### src/rtl/omsp_result_fifo.sv
// Result-capture peripheral for the openMSP430 peripheral bus.
// CPU writes to the DATA register push 16-bit words into a FIFO. A consumer
// drains the FIFO through a valid/ready stream. Accepting a zero word raises a
// sticky done flag. While done is set, further pushes are ignored.
module omsp_result_fifo #(
  parameter logic [13:0] BASE_ADDR = 14'h0080,
  parameter int          DEPTH     = 16,
  parameter int          AW        = 4
) (
  input  logic        mclk,
  input  logic        puc_rst,
  input  logic        per_en,
  input  logic [1:0]  per_we,
  input  logic [13:0] per_addr,
  input  logic [15:0] per_din,
  output logic [15:0] per_dout,
  output logic [15:0] out_data,
  output logic        out_valid,
  input  logic        out_ready,
  output logic        done,
  output logic        overflow
);

  localparam logic [AW:0] DEPTH_C = (AW+1)'(DEPTH);

  logic [15:0]   mem [DEPTH];
  logic [AW-1:0] wptr;
  logic [AW-1:0] rptr;
  logic [AW:0]   count;

  logic          sel;
  logic [1:0]    off;
  logic          is_wr;
  logic          push_req;
  logic          clr;
  logic          pop;
  logic          full;
  logic          empty;
  logic          push_ok;
  logic          push_drop;
  logic [15:0]   push_word;
  logic [7:0]    count8;
  logic [15:0]   status;

  // Bus decode and push/pop arbitration
  always_comb begin
    sel       = per_en && (per_addr[13:2] == BASE_ADDR[13:2]);
    off       = per_addr[1:0];
    is_wr     = |per_we;
    push_req  = sel && is_wr && (off == 2'd0);
    clr       = sel && per_we[0] && per_din[0] && (off == 2'd2);
    push_word = {per_we[1] ? per_din[15:8] : 8'h00,
                 per_we[0] ? per_din[7:0]  : 8'h00};
    empty     = (count == '0);
    full      = (count == DEPTH_C);
    pop       = !empty && out_ready;
    // A pop in the same cycle frees a slot, so a full FIFO can still accept.
    push_ok   = push_req && !done && (!full || pop);
    push_drop = push_req && !done && full && !pop;
  end

  // Storage array; contents are not reset, only the pointers are
  always_ff @(posedge mclk) begin
    if (push_ok) mem[wptr] <= push_word;
  end

  // Pointers, occupancy and sticky flags; clear overrides any same-cycle pop
  always_ff @(posedge mclk) begin
    if (puc_rst || clr) begin
      wptr     <= '0;
      rptr     <= '0;
      count    <= '0;
      done     <= 1'b0;
      overflow <= 1'b0;
    end else begin
      if (push_ok) wptr <= wptr + 1'b1;
      if (pop)     rptr <= rptr + 1'b1;
      if (push_ok && !pop)      count <= count + 1'b1;
      else if (pop && !push_ok) count <= count - 1'b1;
      if (push_ok && (push_word == 16'h0000)) done <= 1'b1;
      if (push_drop) overflow <= 1'b1;
    end
  end

  // Status word and read mux; per_dout stays 0 unless STATUS is being read
  always_comb begin
    count8          = '0;
    count8[AW:0]    = count;
    status          = {count8, 4'b0000, done, overflow, full, empty};
    per_dout        = 16'h0000;
    if (sel && !is_wr && (off == 2'd1)) per_dout = status;
  end

  // Stream output taken directly from the registered storage
  always_comb begin
    out_valid = !empty;
    out_data  = mem[rptr];
  end

endmodule

### config.mk
export PLATFORM = sky130hd
export DESIGN_NAME = omsp_result_fifo
export DESIGN_NICKNAME = d
export VERILOG_FILES = /design/src/rtl/omsp_result_fifo.sv
export SDC_FILE = /design/constraint.sdc
export NUM_CORES = 1
export LEC_CHECK = 0
export BUFFER_PORTS_ARGS = -buffer_cell sky130_fd_sc_hd__buf_2
export CORE_UTILIZATION = 52
export CTS_CLUSTER_DIAMETER = 120
export DETAILED_ROUTE_END_ITERATION = 12
export MAX_ROUTING_LAYER = met4
export PLACE_DENSITY = 0.7
export SLEW_MARGIN = 20
export SYNTH_ARGS = -nofsm -noshare
export SYNTH_HDL_FRONTEND = slang
export SYNTH_SLANG_ARGS = --single-unit
### constraint.sdc
create_clock -name mclk -period 6.1 [get_ports mclk]
set_input_delay 0.305 -clock mclk [delete_from_list [all_inputs] [get_ports mclk]]
set_output_delay 0.305 -clock mclk [all_outputs]
set_load 0.005 [all_outputs]
Word-level counts from Yosys, hierarchy flattened
Memory sizes are Yosys's and may differ from the RTL's. A register that Yosys moved wholly into a read port is not among the register bits.
Index checks and enable logic that the tools add are counted.
- add/subtract/negate cells: 4
- reductions and logical operators: 29
- muxes and demuxes: 9
- equality and inequality tests: 4
- operators by type and width (operator ; count):
    $logic_and A1 B1 Y1 ; 16
    $logic_not A16 Y1 ; 1
    $mux W8 ; 2
    $mux W13 ; 1
    $eq A12 B6 Y1 const B ; 1
    $mux W5 ; 2
    $add A4 B1 Y4 const B ; 2
    $mux W4 ; 2
    $logic_not A1 Y1 ; 6
    $add A5 B1 Y5 const B ; 1
    $eq A5 B5 Y1 const B ; 1
    $logic_not A5 Y1 ; 1
    $sub A5 B1 Y5 const B ; 1
    $eq A2 B1 Y1 const B ; 1
    $eq A2 B2 Y1 const B ; 1
    $logic_not A2 Y1 ; 1
    $logic_or A1 B1 Y1 ; 2
    $mux W1 ; 2
    $reduce_bool A2 Y1 ; 1
    $reduce_or A2 Y1 ; 1
- logic and storage cells: 52
- memories kept: 1
- flip-flop bits (word level): 15
- input bits: 36
- memory bits (writable): 256
- memory list (memory ; words ; bits a word ; read ports ; clocked after Yosys merged registers in ; wr ports ; RTL line ; source):
    mem ; 16 ; 16 ; 1 ; 1 ; 1 ; 26 ; logic [15:0] mem [DEPTH];

Longest topological paths before layout
- depth after elaboration: 10
- gate-level depth with buffers: 11
- depth with buffers taken out: 11

Worst setup path before layout
No wires, ideal clock.
- path type: input port to flip-flop
- start point: in per_addr[9]
- end point: mem mem[3][0], enable pin
- data required time: 5691 ps
- data arrival time: 2624 ps
- stages: 5
- slack: 3067 ps
- buffers on the path: 1
- setup time: 409 ps
- cell sequence: nor4_1 > nand4_1 > or4_1 > buf_2 > nor3_1
- cells in the longest elaborated chain, start to end: 8
- RTL lines (item ; RTL line ; source):
    start: declaration ; 14 ; input logic [13:0] per_addr,
    $eq A12 B6 Y1 ; 47 ; sel = per_en && (per_addr[13:2] == BASE_ADDR[13:2]);
    $logic_and A1 B1 Y1 ; 47 ;
    $logic_and A1 B1 Y1 (2 in a row) ; 50 ; push_req = sel && is_wr && (off == 2'd0);
    $logic_and A1 B1 Y1 (2 in a row) ; 58 ; push_ok = push_req && !done && (!full || pop);
    $mux W1 ; 64 ; if (push_ok) mem[wptr] <= push_word;
    $mux W1 (not written as such) ; 64 ;
    end: declaration ; 26 ;
No other way between the ends.

==> results.tsv <==
metric	value	unit
die-width	147	um
post_cts_buffers	0	
critPathMaxStageDelay	0.75	ns
cts_sinks	275	
postCtsHoldBufs	0	
clk_latency	0.53	ns
worstPathRequired	5.79	ns
synthDominantCellAreaShare	0.706	
vias_per_cell	5.92	
clkPwrFrac	0.348	
period_minus_slack	3.57	ns
rsz0062_at_grt	false	
hpwl	13400	um
irDropWorstVdd	0.239	mV
h-tree-depth	1	
synth_area	0.0109	mm^2
leakage	3.96	nW
cts_resized	0	
power.switching	0.973	mW
critPathKind	reg -> out	
fill_cells	1436	
hold_violations	0	
fin_crit_sh	0.585	
io_buffer_count	63	
die_area	0.0215	mm^2
clkTransAtPathRegs	0.06	ns
p_int	3.22	mW
max-slew-margin-rel	0.236	
fin_skew	0.0162	ns
vias	5334	
cellPowerDensity	338	mW/mm^2
antenna-diode-count	0	
synthCells	525	
max-cap-violations	0	
ant_nets	0	
crit_chain	buf_4 -> mux4_2 -> mux4_2 -> buf_2	
gp_congestion	0.771	
synth_cell_types	42	
cts_tree	built	
grt_max_degree	65	
seq_area_frac_synth	0.741	
core.rowCount	52	
cts_root_buf	clkbuf_16	
die_h	147	um
cts_made_buffers	26	
overflow	0	
cp_slowest_cell	dfxtp_4	
post-place-ws	2.67	ns
drc	0	
syn2layout_area_growth	13.7	%
routed_wl	22100	um
seqPwrFrac	0.510	
grtUsageTotal	0.221	
io_pins	71	
wl_per_cell	24.5	um
place_inst	853	
yosysWarnings	0	
path_max_fanout	34	
synth_largest_area_cell	edfxtp_1	
drv_slew	0	
fmax	280	MHz
netSwitchingFraction	0.232	
grt_pass1_wl	33500	um
grt_pass1_vias	5512	
p_comb_frac	0.142	
critPathCaptureType	primary output	
initial_utilization	0.535	
post_synth.cell_area_avg	20.7	um^2
final_area	0.0124	mm^2
fin_cells	901	
final_critical_path_setup_slack	2.53	ns
ys_ff_latch	275	
tightest_slew	1.14	ns
whs	0.0943	ns
drt-initial-drc-count	508	
drt_pass1_iterations	5	
placed_cell_area	0.0116	mm^2
status	complete, no violations	
cpMostUsedCell	mux4_2	
fin_tns_setup	0	ns
final_nets	657	
cp.arrival	3.27	ns
drive_gt1_frac	0.347	
worst_setup_path_start_kind	flip-flop	
antenna_found_initial	0	
synth_area_leaders	edfxtp_1, mux4_2, dfxtp_1, and2_1, ha_1	
cts_buffer_depth	3	
hp-class	in -> reg	
coreArea	0.0204	mm^2
setup_viol_count_final	0	
==> power groups by stage <==
| stage | Clock, mW | Sequential (mW) | Combinational [mW] |
|---|---|---|---|
| after floorplan | 0 | 2.13 | 0.495 |
| after global placement | 0 | 2.18 | 0.588 |
| after detailed placement | 0 | 2.18 | 0.599 |
| after CTS | 1.48 | 2.14 | 0.603 |
| after global routing | 1.55 | 2.15 | 0.640 |
| final | 1.46 | 2.14 | 0.595 |
==> cells by family after synthesis <==
family,count (synthesis),synth area share
muxes,82,0.167
xor gates and xnor gates,7,0.00563
AOI/OAI and AO/OA,16,0.00965
and+or+nand+nor,96,0.0476
DFF,275,0.741
adders and majority gates,10,0.0122
buffers and inverters,38,0.0167
other,1,0.000344
==> synthesized netlist by cell type <==
cell,number
a31oi_1,1
nor4bb_1,1
o41ai_1,2
a41oi_1,1
clkbuf_1,10
o311ai_0,1
mux2i_1,2
fa_1,1
dfxtp_1,19
xnor2_1,3
a21o_1,1
or4_1,2
nor4_1,3
xor2_1,4
inv_1,8
and2_1,23
nor3_1,7
nand2b_1,3
nor4b_1,1
nand2_1,8
buf_2,10
mux4_2,80
nand3_1,6
nor2_1,30
a21oi_1,6
or3_1,1
o21ai_0,2
nor2b_1,3
and3b_1,1
nand4_1,2
buf_4,7
buf_1,3
ha_1,9
nor2_2,1
conb_1,1
nor3_2,1
edfxtp_1,256
o31a_1,1
o21bai_1,1
nor4b_2,1
or4_4,1
and3_1,1
==> layer usage <==
layer,global-route usage,routed length (um),vias to the layer above
li1,-,-,2308
met1,0.286,8490,2771
met2,0.366,11500,218
met3,0.0329,1540,37
met4,0.0635,545,0
met5,-,0,-
==> sequential cells by signal, summed over array words and instances, names as in the netlist, named ones only <==
register  count
count         5
mem         256
overflow      1
wptr          4
rptr          4
done          1
==> critical path, delay by kind of cell (launching register included) <==
family | cells | cell delay (ns)
multiplexers | 2 | 1.11
buffers and inverters | 2 | 0.80
flip-flops | 1 | 0.75
==> cell type report <==
cell class / instances / area [um^2] / share of cell area
Timing Repair Buffer: 82 / 458 / 0.0370
Sequential cell: 275 / 8070 / 0.652
Clock inverter: 15 / 70.1 / 0.00566
Tap cell: 270 / 338 / 0.0273
Inverter: 8 / 30.0 / 0.00242
Clock buffer: 33 / 698 / 0.0564
Multi-Input combinational cell: 218 / 2720 / 0.220
==> worst paths after layout <==
check / cells past startpoint / slack (ns) / endpoint / from
worst min register to register: 2 / 0.50 / overflow / overflow
worst max register to register: 9 / 2.91 / count[4] / done
worst min-delay path: 3 / 0.09 / flip-flop / out_ready
worst max-delay path: 4 / 2.53 / out_data[6] / flip-flop
==> placed cells by master (no fill, tap or decap), drive strengths merged, types with 2 or more instances in the layout <==
cell type	instances
a21oi	6
nand4	2
mux4	80
edfxtp	256
nor4b	2
nand2b	3
nor4	3
nor3	8
nor2	31
and2	23
clkinvlp	2
clkinv	13
conb	7
o21ai	2
nand3	6
nor2b	3
ha	9
o41ai	2
mux2i	2
clkbuf	33
nand2	8
xnor2	3
xor2	4
inv	8
dfxtp	19
buf	82
or4	3
==> through the flow <==
stage               power (mW)  utilization
global placement          2.77        0.570
CTS                       4.22        0.608
global route              4.34        0.608
floorplan                 2.62            -
detailed placement        2.78        0.570
finish                    4.19        0.608
(Power assumes the default switching activity.)
